**config.mk**
```make
export PLATFORM = sky130hd
export DESIGN_NAME = lsu_ctrl
export DESIGN_NICKNAME = d
export VERILOG_FILES = /design/src/rtl/lsu_ctrl.sv
export SDC_FILE = /design/constraint.sdc
export NUM_CORES = 1
export LEC_CHECK = 0
export CORE_MARGIN = 5
export CORE_UTILIZATION = 45
export CTS_BUF_LIST = sky130_fd_sc_hd__clkbuf_4
export CTS_CLUSTER_SIZE = 24
export DETAILED_ROUTE_END_ITERATION = 6
export GPL_ROUTABILITY_DRIVEN = 0
export PLACE_DENSITY = 0.8
export SKIP_CTS_REPAIR_TIMING = 1
export SYNTH_ARGS = -nofsm -noshare
export SYNTH_HDL_FRONTEND = slang
export SYNTH_SLANG_ARGS = --single-unit
```
**constraint.sdc**
```tcl
create_clock -name i_clk -period 5.5 [get_ports i_clk]
set_input_delay 1.375 -clock i_clk [delete_from_list [all_inputs] [get_ports i_clk]]
set_output_delay 1.375 -clock i_clk [all_outputs]
set_load 0.03 [all_outputs]
```
**src/rtl/lsu_ctrl.sv**
```systemverilog
// Multi-cycle load/store unit: decodes access type, drives a req/ack data-memory
// port with byte lanes, and returns sign/zero-extended load data for writeback.
module lsu_ctrl #(
    parameter int MEM_AW  = 12,
    parameter int TIMEOUT = 16
) (
    input  logic              i_clk,
    input  logic              i_reset,
    input  logic              i_lsu_req,
    input  logic              i_mem_wren,
    input  logic [2:0]        i_st,
    input  logic [2:0]        i_sl_sel,
    input  logic [31:0]       i_addr,
    input  logic [31:0]       i_st_data,
    output logic              o_stall,
    output logic              o_done,
    output logic [31:0]       o_ld_data,
    output logic              o_misaligned,
    output logic              o_err,
    output logic              o_mem_req,
    output logic              o_mem_we,
    output logic [MEM_AW-1:0] o_mem_addr,
    output logic [31:0]       o_mem_wdata,
    output logic [3:0]        o_mem_bmask,
    input  logic              i_mem_ack,
    input  logic [31:0]       i_mem_rdata
);

    localparam int CW = (TIMEOUT > 2) ? $clog2(TIMEOUT) : 1;

    typedef enum logic [1:0] {S_IDLE, S_REQ, S_DONE} state_t;

    state_t              r_state;
    state_t              w_next;
    logic [CW-1:0]       r_cnt;
    logic [MEM_AW+1:0]   r_addr;
    logic [31:0]         r_data;
    logic [31:0]         r_ld_data;
    logic                r_we;
    logic [2:0]          r_st;
    logic [2:0]          r_sl;
    logic                r_mis;
    logic                r_err;

    logic                w_in_half;
    logic                w_in_word;
    logic                w_in_mis;
    logic                w_in_ill;
    logic                w_timeout;
    logic [7:0]          w_byte;
    logic [15:0]         w_half;
    logic [31:0]         w_ld_ext;
    logic [3:0]          w_st_mask;
    logic [31:0]         w_st_wdata;
    logic                w_unused;

    // Upper address bits lie outside the data memory and are never used.
    assign w_unused = ^i_addr[31:MEM_AW+2];

    // Classification of the incoming instruction, evaluated only in IDLE.
    assign w_in_half = i_mem_wren ? (i_st == 3'b010)
                                  : ((i_sl_sel == 3'b001) || (i_sl_sel == 3'b100));
    assign w_in_word = i_mem_wren ? (i_st == 3'b100) : (i_sl_sel == 3'b010);
    assign w_in_mis  = (w_in_half & i_addr[0]) | (w_in_word & (|i_addr[1:0]));
    assign w_in_ill  = i_mem_wren ? !((i_st == 3'b001) || (i_st == 3'b010) || (i_st == 3'b100))
                                  : (i_sl_sel > 3'b100);
    assign w_timeout = (r_cnt == CW'(TIMEOUT - 1));

    assign w_byte = i_mem_rdata[{r_addr[1:0], 3'b000} +: 8];
    assign w_half = i_mem_rdata[{r_addr[1], 4'b0000} +: 16];

    always_comb begin
        w_ld_ext = i_mem_rdata;
        case (r_sl)
            3'b000:  w_ld_ext = {{24{w_byte[7]}}, w_byte};
            3'b001:  w_ld_ext = {{16{w_half[15]}}, w_half};
            3'b011:  w_ld_ext = {24'd0, w_byte};
            3'b100:  w_ld_ext = {16'd0, w_half};
            default: w_ld_ext = i_mem_rdata;
        endcase
    end

    always_comb begin
        w_st_mask  = 4'b1111;
        w_st_wdata = r_data;
        case (r_st)
            3'b001: begin
                w_st_mask  = 4'b0001 << r_addr[1:0];
                w_st_wdata = {4{r_data[7:0]}};
            end
            3'b010: begin
                w_st_mask  = r_addr[1] ? 4'b1100 : 4'b0011;
                w_st_wdata = {2{r_data[15:0]}};
            end
            default: begin
                w_st_mask  = 4'b1111;
                w_st_wdata = r_data;
            end
        endcase
    end

    always_ff @(posedge i_clk or negedge i_reset) begin
        if (!i_reset) r_state <= S_IDLE;
        else          r_state <= w_next;
    end

    always_comb begin
        w_next = r_state;
        case (r_state)
            S_IDLE: if (i_lsu_req) w_next = (w_in_mis || w_in_ill) ? S_DONE : S_REQ;
            S_REQ:  if (i_mem_ack || w_timeout) w_next = S_DONE;
            S_DONE: w_next = S_IDLE;
            default: w_next = S_IDLE;
        endcase
    end

    always_comb begin
        o_stall      = 1'b0;
        o_done       = 1'b0;
        o_misaligned = 1'b0;
        o_err        = 1'b0;
        o_mem_req    = 1'b0;
        o_mem_we     = 1'b0;
        o_mem_addr   = '0;
        o_mem_wdata  = '0;
        o_mem_bmask  = '0;
        case (r_state)
            S_IDLE: o_stall = i_lsu_req;
            S_REQ: begin
                o_stall     = 1'b1;
                o_mem_req   = 1'b1;
                o_mem_we    = r_we;
                o_mem_addr  = r_addr[MEM_AW+1:2];
                o_mem_wdata = r_we ? w_st_wdata : 32'd0;
                o_mem_bmask = r_we ? w_st_mask : 4'b1111;
            end
            S_DONE: begin
                o_done       = 1'b1;
                o_misaligned = r_mis;
                o_err        = r_err;
            end
            default: o_stall = 1'b0;
        endcase
    end

    assign o_ld_data = r_ld_data;

    always_ff @(posedge i_clk or negedge i_reset) begin
        if (!i_reset) begin
            r_cnt     <= '0;
            r_addr    <= '0;
            r_data    <= '0;
            r_ld_data <= '0;
            r_we      <= 1'b0;
            r_st      <= '0;
            r_sl      <= '0;
            r_mis     <= 1'b0;
            r_err     <= 1'b0;
        end else begin
            case (r_state)
                S_IDLE: begin
                    if (i_lsu_req) begin
                        r_addr <= i_addr[MEM_AW+1:0];
                        r_data <= i_st_data;
                        r_we   <= i_mem_wren;
                        r_st   <= i_st;
                        r_sl   <= i_sl_sel;
                        r_mis  <= w_in_mis;
                        r_err  <= !w_in_mis && w_in_ill;
                        r_cnt  <= '0;
                        if (w_in_mis || w_in_ill) r_ld_data <= '0;
                    end
                end
                S_REQ: begin
                    if (i_mem_ack) begin
                        r_ld_data <= r_we ? 32'd0 : w_ld_ext;
                    end else if (w_timeout) begin
                        r_err     <= 1'b1;
                        r_ld_data <= '0;
                    end else begin
                        r_cnt <= r_cnt + 1'b1;
                    end
                end
                S_DONE: begin
                    r_mis <= 1'b0;
                    r_err <= 1'b0;
                end
                default: r_cnt <= '0;
            endcase
        end
    end

endmodule

```
# --- Yosys cells after proc, flatten, opt, wreduce, memory -nomap -nowiden ---
# Cells that the tools add are included.
classes:
  add_sub_neg: 1
  n_lt_le_gt_ge: 1
  eq_ne: 21
  shifts: 3
  n_mux: 38
  n_bitwise: 4
  n_reduce_logical: 20
op_table:
  columns: ["cell", "n"]
  rows:
  - ["2-to-1 mux 32 bit", 7]
  - ["case mux 32 bit (2 select lines)", 2]
  - ["case mux 32 bit (4 select lines)", 1]
  - ["variable part select 32 x 6 -> 16 bit", 1]
  - ["variable part select 32 x 6 -> 8 bit", 1]
  - ["2-to-1 mux 4 bit", 6]
  - ["== test 3 x 1 -> 1 bit (second input constant)", 4]
  - ["== test 3 x 2 -> 1 bit (second input constant)", 4]
  - ["2-to-1 mux 1 bit", 12]
  - ["2-to-1 mux 12 bit", 1]
  - ["!= test 2 bit (second input constant)", 6]
  - ["case mux 4 bit (3 select lines)", 1]
  - ["AND reduction 4 bit", 3]
  - ["== test 3 bit (second input constant)", 3]
  - ["case mux 4 bit (2 select lines)", 1]
  - ["2-to-1 mux 2 bit", 3]
  - ["AND reduction 2 bit", 3]
  - ["logical OR 1 bit", 5]
  - ["adder 4 x 1 -> 4 bit (second input constant)", 1]
  - ["== test 4 bit (second input constant)", 1]
  - ["case mux 1 bit (2 select lines)", 2]
  - ["case mux 2 bit (2 select lines)", 1]
  - ["nonzero test 2 bit", 2]
  - ["<< shifter 1 x 2 -> 4 bit (first input constant)", 1]
  - ["14 further kinds", 16]
totals:
  register_bits: 93
  inputBits: 107
  output_inout_bits: 86

# --- Depth between registers and ports, before layout ---
depth:
  word_depth: 9
  depth_mapped: 9

# --- Least setup slack after synthesis ---
# Ideal clock, no wire load.
synth_timing:
  path_kind: "in2out"
  startpoint: "in i_lsu_req"
  endpoint: "out o_stall"
  t_arrival_ns: 2.193
  path_slack_ns: 1.932
  cell_stages: 3
  cell_sequence: "nand2_1 -> clkbuf_1 -> nand2_1"
synth_via:
  elab_chain_cells: 1
synth_rtl:
  columns: ["item", "line", "rtl"]
  rows:
  - ["from (decl)", "9", "input logic i_lsu_req,"]
  - ["case mux 1 bit (2 select lines)", "127", "case (r_state)"]
  - ["to (decl)", "15", "output logic o_stall,"]
# Every way passes these cells.

# --- Worst setup path in the final report ---
layout_timing:
  startpoint: "reg r_state[1]"
  endpoint: "out o_mem_wdata[28]"
layout_via:
  elab_chain_cells: 2
layout_rtl:
  columns: ["item", "line", "rtl"]
  rows:
  - ["from (decl)", "33", "state_t r_state;"]
  - ["from (signal assigned)", "104", "else r_state <= w_next;"]
  - ["== test 2 x 1 -> 1 bit", "127", null]
  - ["2-to-1 mux 32 bit", "127", null]
  - ["to (decl)", "23", "output logic [31:0] o_mem_wdata,"]
# Every way passes these cells.

==> parameters.txt <==
Parameter                              Value

Die
  Area of the placeable core    12100 µm²
  Area of the die    14800 µm²
  Rows    40
  I/O Pins    193
  Initial standard-cell utilization of the core    0.462
  Die Width    122 µm
  Die boundary height    122 µm

Detailed routing
  Post-route DRC violation count    0
  Total number of vias    5263
  Number of detailed-route iterations in the first pass    5
  Remaining antenna violation count after routing    0
  Initial DRC count    373
  Vias/cell    5.84
  WL per Instance    18.7 µm
  Total routed wirelength    16.8 mm

Cells and area
  Layout Area Growth over Synthesis    34.8%
  Share of the core filled with cells    0.623
  Fraction of layout cells with a size suffix above 1    0.152
  Net count, final    839

Power and ir drop
  Total net switching power    1.72 mW
  Part of the total power dissipated in sequential elements    0.333
  Leakage dissipation    3.02 nW
  Combinational fraction of design power    0.553
  Switching share of total power    0.459
  IR Drop Worst-Case VDD    326 µV
  PD cells    498 nW/µm²
  Clk network pwr share    0.114
  Cell-internal power    2.03 mW

Clocking
  Clock-pin transition on the worst setup and hold timing paths    0.14 ns
  Clock Latency Late Sink    0.48 ns
  Number of buffers added by the clock tree synthesis step    9
  Max H-tree Level    3
  Clock root buffer    clkbuf_4
  Number of buffers on the longest clock path    2
  TritonCTS clock tree    yes
  Number of sinks driven by the clock tree    93

Setup path
  Delay contributed by the slowest stage of the critical path    0.73 ns
  Data required time at the worst endpoint    4.12 ns
  Largest fanout of any net on the critical path    30
  Setup slack, reg-to-reg    2.42 ns
  CP arrival    3.16 ns
  Startpoint of the most critical register-to-register path    r_state[1]
  Sum of buffers and inverters on the critical path    3
  Series of cell instances along the critical path    inv_1, ha_1, buf_4, nand2_1, a31oi_1, clkdlybuf4s50_1
  Cell with the biggest individual delay on the critical path    clkdlybuf4s50_1
  Start-to-end type of the worst setup path    reg2out
  Kind of capture point of the worst setup path    output port
  Worst path top cell family by delay    buffers and inverters
  Startpoint Class    flip-flop
  Worst R2R End    o_ld_data[16]
  Worst reg-to-reg path cell count    9

Global route
  Initial antenna violation count    1
  Combined global-route utilization of all metal layers    0.230
  Global-route wire length before repair    26.8 mm
  Vias in the first global route    5218
  Maximum number of pins on one net before global-route repair    56
  Overall overflow remaining after global route    0

STA
  Total of endpoints with negative setup slack in the final report    0
  RSZ-0062 raised after global routing    false
  Max Clk Rate    221 MHz
  Aggregate negative setup slack    0 ns
  Share of the clock period used by the worst path after layout    0.824
  Shortest clock period the worst path allows after layout    4.53 ns
  Worst Tran Pin Value    1.15 ns
  Count of final hold-check violations    0
  Max transition margin    0.231
  Max Clock Skew    0.0115 ns
  Fin. max-slew vios    0

Synthesis
  Yosys reg bits    93
  Post-synthesis cell area    5600 µm²
  Cell type with the largest total area after synthesis    dfrtp_1
  Cell count after synthesis    577
  Avg Cell Area, Syn    9.70 µm²
  Portion of the post-synthesis area used by sequential elements    0.416
  Most instantiated library cell after synthesis    dfrtp_1
  Largest cells by area after synthesis    dfrtp_1 (42%), mux2_2 (13%), nand2_1 (6.2%)
  Number of library cell types mapped by synthesis    51
  Total of warnings raised by yosys    0
  Post-synth ARST share    1.00
  Net count after synthesis    689
  Prevailing post-synth register cell    dfrtp_1
  Synth top cells by count    dfrtp_1 (93), nand2_1 (92), mux2_2 (64), o21ai_0 (45), inv_1 (37)
  Area share of the largest cell type after synthesis    0.416
  Number of enable flip-flop cells after synthesis    0

Min path
  Worst Hold Endpoint    r_addr[9]
  Class of the worst hold path    reg2reg
  Source of the worst hold timing path    r_addr[9]
  Cell depth of the worst hold path    1

Run status
  Status    finished, final reports clean

Run
  # Max-Cap Violations    0

Placed design
  Count of input and output buffers    174
  DP Wirelength    12.2 mm
-- how the worst max path moves through the flow --
stage	from	end	slack, ns	depth (start not counted)
finish	r_state[1]	o_mem_wdata[28]	0.97	6
global route	r_state[1]	o_mem_wdata[28]	0.80	6
CTS	r_state[1]	o_mem_wdata[28]	0.97	6
detailed placement	i_lsu_req	o_stall	1.25	4
global placement	i_lsu_req	o_stall	1.25	4
floorplan	i_lsu_req	o_stall	1.93	3
-- through the flow --
stage                     hold WS, ns  instances  power [mW]  cell area (µm²)  worst slack, ns
final                           0.517        901        3.76             7540            0.966
after global routing            0.545        901        4.00             7540            0.803
after CTS                       0.523        900        3.76             7540            0.970
after detailed placement        0.491        884        3.32             7380             1.25
after global placement          0.480        884        3.24             7380             1.25
after floorplan                 0.471        577        2.67             5600             1.93
-- layout by cell type (no fill, tap or decap), types with 8 or more instances in the layout --
cell / instances
mux2i_1: 17
dfrtp_1: 93
nand2_1: 91
o21ai_0: 45
a31oi_1: 13
buf_4: 8
mux2_2: 64
clkbuf_4: 9
o221ai_1: 15
and2_1: 17
nor2_1: 13
clkdlybuf4s50_1: 173
o32ai_2: 8
a21oi_1: 29
a311oi_1: 9
inv_1: 37
and3_1: 10
-- power groups by stage --
stage	clock network, mW	logic, mW	registers (mW)
2_1_floorplan	0	1.48	1.19
3_3_place_gp	0	2.01	1.23
3_5_place_dp	0	2.07	1.26
4_1_cts	0.441	2.08	1.24
5_1_grt	0.473	2.24	1.29
6_report	0.428	2.08	1.25
-- layout make-up --
class / count / area (µm²)
fillers: 1028 / 4570
flip-flops and latches: 93 / 2330
clock inverters: 7 / 88.8
inverters: 39 / 146
clock buffers: 9 / 67.6
well taps: 168 / 210
multi-input cells: 403 / 2910
diodes: 1 / 2.50
repair buffers: 181 / 1790
-- sequential cells by signal (all words and copies together), names as in the netlist --
name       cells
o_ld_data     32
r_data        32
r_addr        14
r_cnt          4
r_sl           3
r_st           3
r_state        2
r_err          1
r_mis          1
r_we           1
-- cell families after synthesis --
| group | synth area share |
|---|---|
| AOI/OAI and AO/OA | 0.191 |
| xor gates and xnor gates | 0.00313 |
| adders and majority gates | 0.0112 |
| buffers and inverters | 0.0648 |
| DFF | 0.416 |
| muxes | 0.179 |
| and+or+nand+nor | 0.135 |
-- per-layer routing --
layer	wire length [µm]	up-vias	track usage
li1	-	2377	-
met1	6860	2538	0.291
met2	7410	300	0.354
met3	1890	48	0.0783
met4	658	0	0.108
met5	0	-	0
Note: power is estimated with default switching activity, not from simulation.
==> patch 1, RTL diff (same settings) <==
Change the parameter `MEM_AW` from 12 to 13.
--- a/src/rtl/lsu_ctrl.sv
+++ b/src/rtl/lsu_ctrl.sv
@@ -1,7 +1,7 @@
 // Multi-cycle load/store unit: decodes access type, drives a req/ack data-memory
 // port with byte lanes, and returns sign/zero-extended load data for writeback.
 module lsu_ctrl #(
-    parameter int MEM_AW  = 12,
+    parameter int MEM_AW  = 13,
     parameter int TIMEOUT = 16
 ) (
     input  logic              i_clk,
Interface: changed (resized o_mem_addr); port bits go from 193 to 194. The function was not compared with the original's and may differ.
==> patch 1 against the unedited design <==
- synthesized area rose by 0.74%
- sequential share of layout area increased by 0.065 points
- clock skew is 3.6 ps higher
- wire length increased by 0.95%
- cell area grew 0.86%
- sequential cell count grew 1
- register-to-register slack improved by 330 ps
- worst hold slack gained 1.3 ps
- clock power decreased by 1%
- worst setup slack got worse by 110 ps
- highest routed layer unchanged
- fmax is 2.3% lower
- power is 0.98% higher
- global-route usage is 0.15 points lower
==> patch 1: results (changes against the unedited design) <==
- The total number of clock tree sinks came to 94 (was 93).
- The wire length of the first global-routing pass came to 26900 um (was 26800 um).
- The placed wire-length estimate after detailed placement is 12500 um (was 12200 um).
- The met3 layer usage reported by global route is 7.89% (was 7.83%).
- The layout net count came to 845 (was 839).
- The area added between synthesis and finish is 35.0% (was 34.8%).
- The worst path arrival time is 3270 ps (was 3160 ps).
- The cell leakage power is 3.06 nW (was 3.02 nW).
- The non-clock buffer share of cell area came to 23.9% (was 23.8%).
- The met2 track demand over resource in global routing is 37.6% (was 35.4%).
- The biggest cell delay along the critical path is 930 ps (was 730 ps).
- The post-synthesis share of cell area spent on xor and xnor gates is 0.311% (was 0.313%).
- The global routing usage on met1 came to 27.1% (was 29.1%).
- The maximum vdd drop came to 0.260 mV (was 0.326 mV).
- The kind of cell adding the most delay to the critical path is simple AND/OR/NAND/NOR gates (was buffers and inverters).
- The multi-input gate area in the final layout came to 2930 um2 (was 2910 um2).
- The master of the slowest instance on the critical path is nor2_1 (was clkdlybuf4s50_1).
- The post-placement setup slack came to 1370 ps (was 1250 ps).
- The pin count of the biggest net entering global routing was 55 (was 56).
- The logic gate share of total power came to 56.8% (was 55.3%).
- The combined global-route utilization of all metal layers is 22.8% (was 23.0%).
- The number of global-route vias before repair is 5286 (was 5218).
- The die width is 122 um (about the same).
- The post-route met1 wirelength is 6670 um (was 6860 um).
- The multi-input combinational cell count is 405 (was 403).
- Result of the run: completed (unchanged).
- The number of cells after detailed placement is 890 (was 884).
- The power of the clock network came to 423 uW (was 428 uW).
- The synthesized area divided by synthesized cell count is 9.72 um2 (was 9.70 um2).
- The synthesized net count was 692 (was 689).
- The power per standard cell area is 498 nW/um2 (about the same).
- Most common library cells after synthesis: dfrtp_1 (94), nand2_1 (92), mux2_2 (65) (was dfrtp_1 (93), nand2_1 (92), mux2_2 (64)).
- The number of vias after detailed routing came to 5125 (was 5263).
- The top fanout value on the critical path is 16 (was 30).
- The number of diodes added for antenna fixing is 0 (was 1).
- The post-synthesis share of cell area spent on full adders, half adders and majority gates is 1.11% (was 1.12%).
- The first-pass iteration count of the detailed router was 7 (was 5).
- The clock distribution area overhead in the final layout is 2.02% (was 2.07%).
- The met3 wire length is 1650 um (was 1890 um).
- The count of routing violations after the opening detailed-route iteration was 330 (was 373).
- The total internal power came to 2.05 mW (was 2.03 mW).
- The multiplexer fraction of the synthesized cell area is 18.0% (was 17.9%).
- The share of layout cells above drive strength 1 is 15.5% (was 15.2%).
-- patch 1: changes by cell type in the layout (fill, tap and decap cells not counted), sizes merged --
| cell | delta |
|---|---|
| clkdlybuf4s50 | +2 |
| diode | -1 |
| and2 | +1 |
| dfrtp | +1 |
| clkinv | -1 |
| mux2 | +1 |
| buf | +1 |
-- patch 1: worst paths after layout --
check,from,to,slack [ps],cells past startpoint
setup / recovery,r_st[2]$_DFFE_PN0P_,o_mem_wdata[28],860,6
hold / removal,r_addr[13]$_DFFE_PN0P_,r_addr[13]$_DFFE_PN0P_,520,1
setup reg to reg,r_state[1]$_DFFE_PN0P_,o_ld_data[1]$_DFFE_PN0P_,2750,9
hold reg to reg,r_addr[13]$_DFFE_PN0P_,r_addr[13]$_DFFE_PN0P_,520,1
max in group asynchronous,i_reset,r_data[20]$_DFFE_PN0P_,3570,2
min in group asynchronous,i_reset,o_ld_data[4]$_DFFE_PN0P_,910,1
==> patch 2, RTL diff (same flow settings) <==
Made on the original files. Register the output `o_err`, cleared by the reset; this adds one clock of latency there. The other outputs are not delayed to match.
--- a/src/rtl/lsu_ctrl.sv
+++ b/src/rtl/lsu_ctrl.sv
@@ -30,6 +30,8 @@
 
     typedef enum logic [1:0] {S_IDLE, S_REQ, S_DONE} state_t;
 
+    logic o_err_d;
+
     state_t              r_state;
     state_t              w_next;
     logic [CW-1:0]       r_cnt;
@@ -118,7 +120,7 @@
         o_stall      = 1'b0;
         o_done       = 1'b0;
         o_misaligned = 1'b0;
-        o_err        = 1'b0;
+        o_err_d      = 1'b0;
         o_mem_req    = 1'b0;
         o_mem_we     = 1'b0;
         o_mem_addr   = '0;
@@ -137,7 +139,7 @@
             S_DONE: begin
                 o_done       = 1'b1;
                 o_misaligned = r_mis;
-                o_err        = r_err;
+                o_err_d      = r_err;
             end
             default: o_stall = 1'b0;
         endcase
@@ -190,5 +192,13 @@
         end
     end
 
+    always_ff @(posedge i_clk or negedge i_reset) begin
+        if (!i_reset) begin
+            o_err <= '0;
+        end else begin
+            o_err <= o_err_d;
+        end
+    end
+
 endmodule
 
Behaviour: not the same (Yosys sat finds a counterexample within 4 cycles, from zero or initial values and one cycle with i_reset low).
==> patch 2 against the unedited design <==
- cell area decreased by 5.7%
- die area decreased by 6.4%
- fmax decreased by 1.5%
- critical endpoint is now o_mem_wdata[27]
- highest routed layer unchanged
- via count decreased by 9.9%
- sequential cell count increased by 1
- wire length decreased by 6.4%
- register-to-register slack improved by 200 ps
- utilization increased by 0.30 points
- critical path type unchanged
- synthesized area decreased by 6.9%
- worst hold slack got worse by 12 ps
- power decreased by 7.1%
- worst setup slack got worse by 71 ps
==> patch 2: results (changes against the unedited design) <==
- The first-pass iteration count of the detailed router is 6 (was 5).
- Result of the run: completed (unchanged).
- The count of cell types in the netlist is 47 (was 51).
- The synthesized net count is 644 (was 689).
- The complex-gate fraction of the synthesized area was 12.8% (was 19.1%).
- The total wirelength of the detailed-routed design is 15700 um (was 16800 um).
- The number of vias after detailed routing is 4743 (was 5263).
- The multiplexer fraction of the synthesized cell area is 19.6% (was 17.9%).
- The worst clock skew was 4.07 ps (was 11.5 ps).
- The post-route met1 wirelength is 6580 um (was 6860 um).
- The post-synthesis share of cell area spent on full adders, half adders and majority gates is 1.20% (was 1.12%).
- The multi-input gate area in the final layout is 2640 um2 (was 2910 um2).
- The met2 track demand over resource in global routing came to 35.0% (was 35.4%).
- The met3 layer usage reported by global route is 9.66% (was 7.83%).
- The synthesized area divided by synthesized cell count is 9.79 um2 (was 9.70 um2).
- The fraction of the yosys area taken by sequential cells is 45.2% (was 41.6%).
- The worst path arrival time is 3230 ps (was 3160 ps).
- The number of antenna violations at the first check in global routing is 0 (was 1).
- Area contributors post-synth: dfrtp_1 (45%), mux2_2 (19%), nand2_1 (6.1%) (was dfrtp_1 (42%), mux2_2 (13%), nand2_1 (6.2%)).
- The count of routing violations after the opening detailed-route iteration is 389 (was 373).
- The instance area after placement is 7000 um2 (was 7380 um2).
- The detailed route wirelength on metal2 is 7130 um (was 7410 um).
- The global routing usage on met1 is 27.9% (was 29.1%).
- The number of cells on the worst reg-to-reg path is 7 (was 9).
- The number of cells after detailed placement was 820 (was 884).
- The number of global-route vias before repair is 5034 (was 5218).
- Most common library cells after synthesis: dfrtp_1 (94), mux2_2 (86), nand2_1 (84) (was dfrtp_1 (93), nand2_1 (92), mux2_2 (64)).
- The total internal power is 1.91 mW (was 2.03 mW).
==> patch 2: cell count changes in the layout (fill, tap and decap cells not counted), sizes merged, moves of 4 or more <==
cell,unedited run,this run
a2111oi,6,0
a211oi,7,3
a221o,0,7
a221oi,7,12
a311oi,9,0
inv,38,16
mux2,70,87
mux2i,17,2
nand2,92,84
nor2,13,47
o21ai,45,22
o221ai,15,0
o32ai,8,0
==> patch 2: worst paths after layout <==
path	slack, ps	from	end
worst max-delay path	900	r_st[1]$_DFFE_PN0P_	o_mem_wdata[27]
worst min-delay path	500	o_ld_data[6]$_DFFE_PN0P_	o_ld_data[6]$_DFFE_PN0P_
worst max register to register	2620	r_state[0]$_DFFE_PN0P_	o_ld_data[5]$_DFFE_PN0P_
worst min register to register	500	o_ld_data[6]$_DFFE_PN0P_	o_ld_data[6]$_DFFE_PN0P_
max in group asynchronous	3570	i_reset	r_addr[3]$_DFFE_PN0P_
min in group asynchronous	960	i_reset	o_ld_data[10]$_DFFE_PN0P_
==> patch 2: worst max-delay path, cell delays in order (launching register included) <==
cell             delay [ps]
dfrtp_1                 400
nor2_1                   70
and2_1                  260
nor2_1                  900
nand2_1                 150
a31oi_1                 240
clkdlybuf4s50_1         750
==> patch 2: cell type report <==
cell class,count,area share (%)
Clock buffer,10,1.06
Clock inverter,6,0.545
Inverter,16,0.844
Multi-Input combinational cell,389,37.1
Sequential cell,94,33.1
Tap cell,143,2.51
Timing Repair Buffer,178,24.9
==> patch 2: power by group through the flow <==
stage / Sequential [mW] / Combinational, mW / Clock, mW
after floorplan: 1.20 / 1.32 / 0
after global placement: 1.21 / 1.86 / 0
after detailed placement: 1.23 / 1.92 / 0
after CTS: 1.22 / 1.93 / 0.354
after global routing: 1.27 / 2.08 / 0.381
final: 1.23 / 1.92 / 0.342
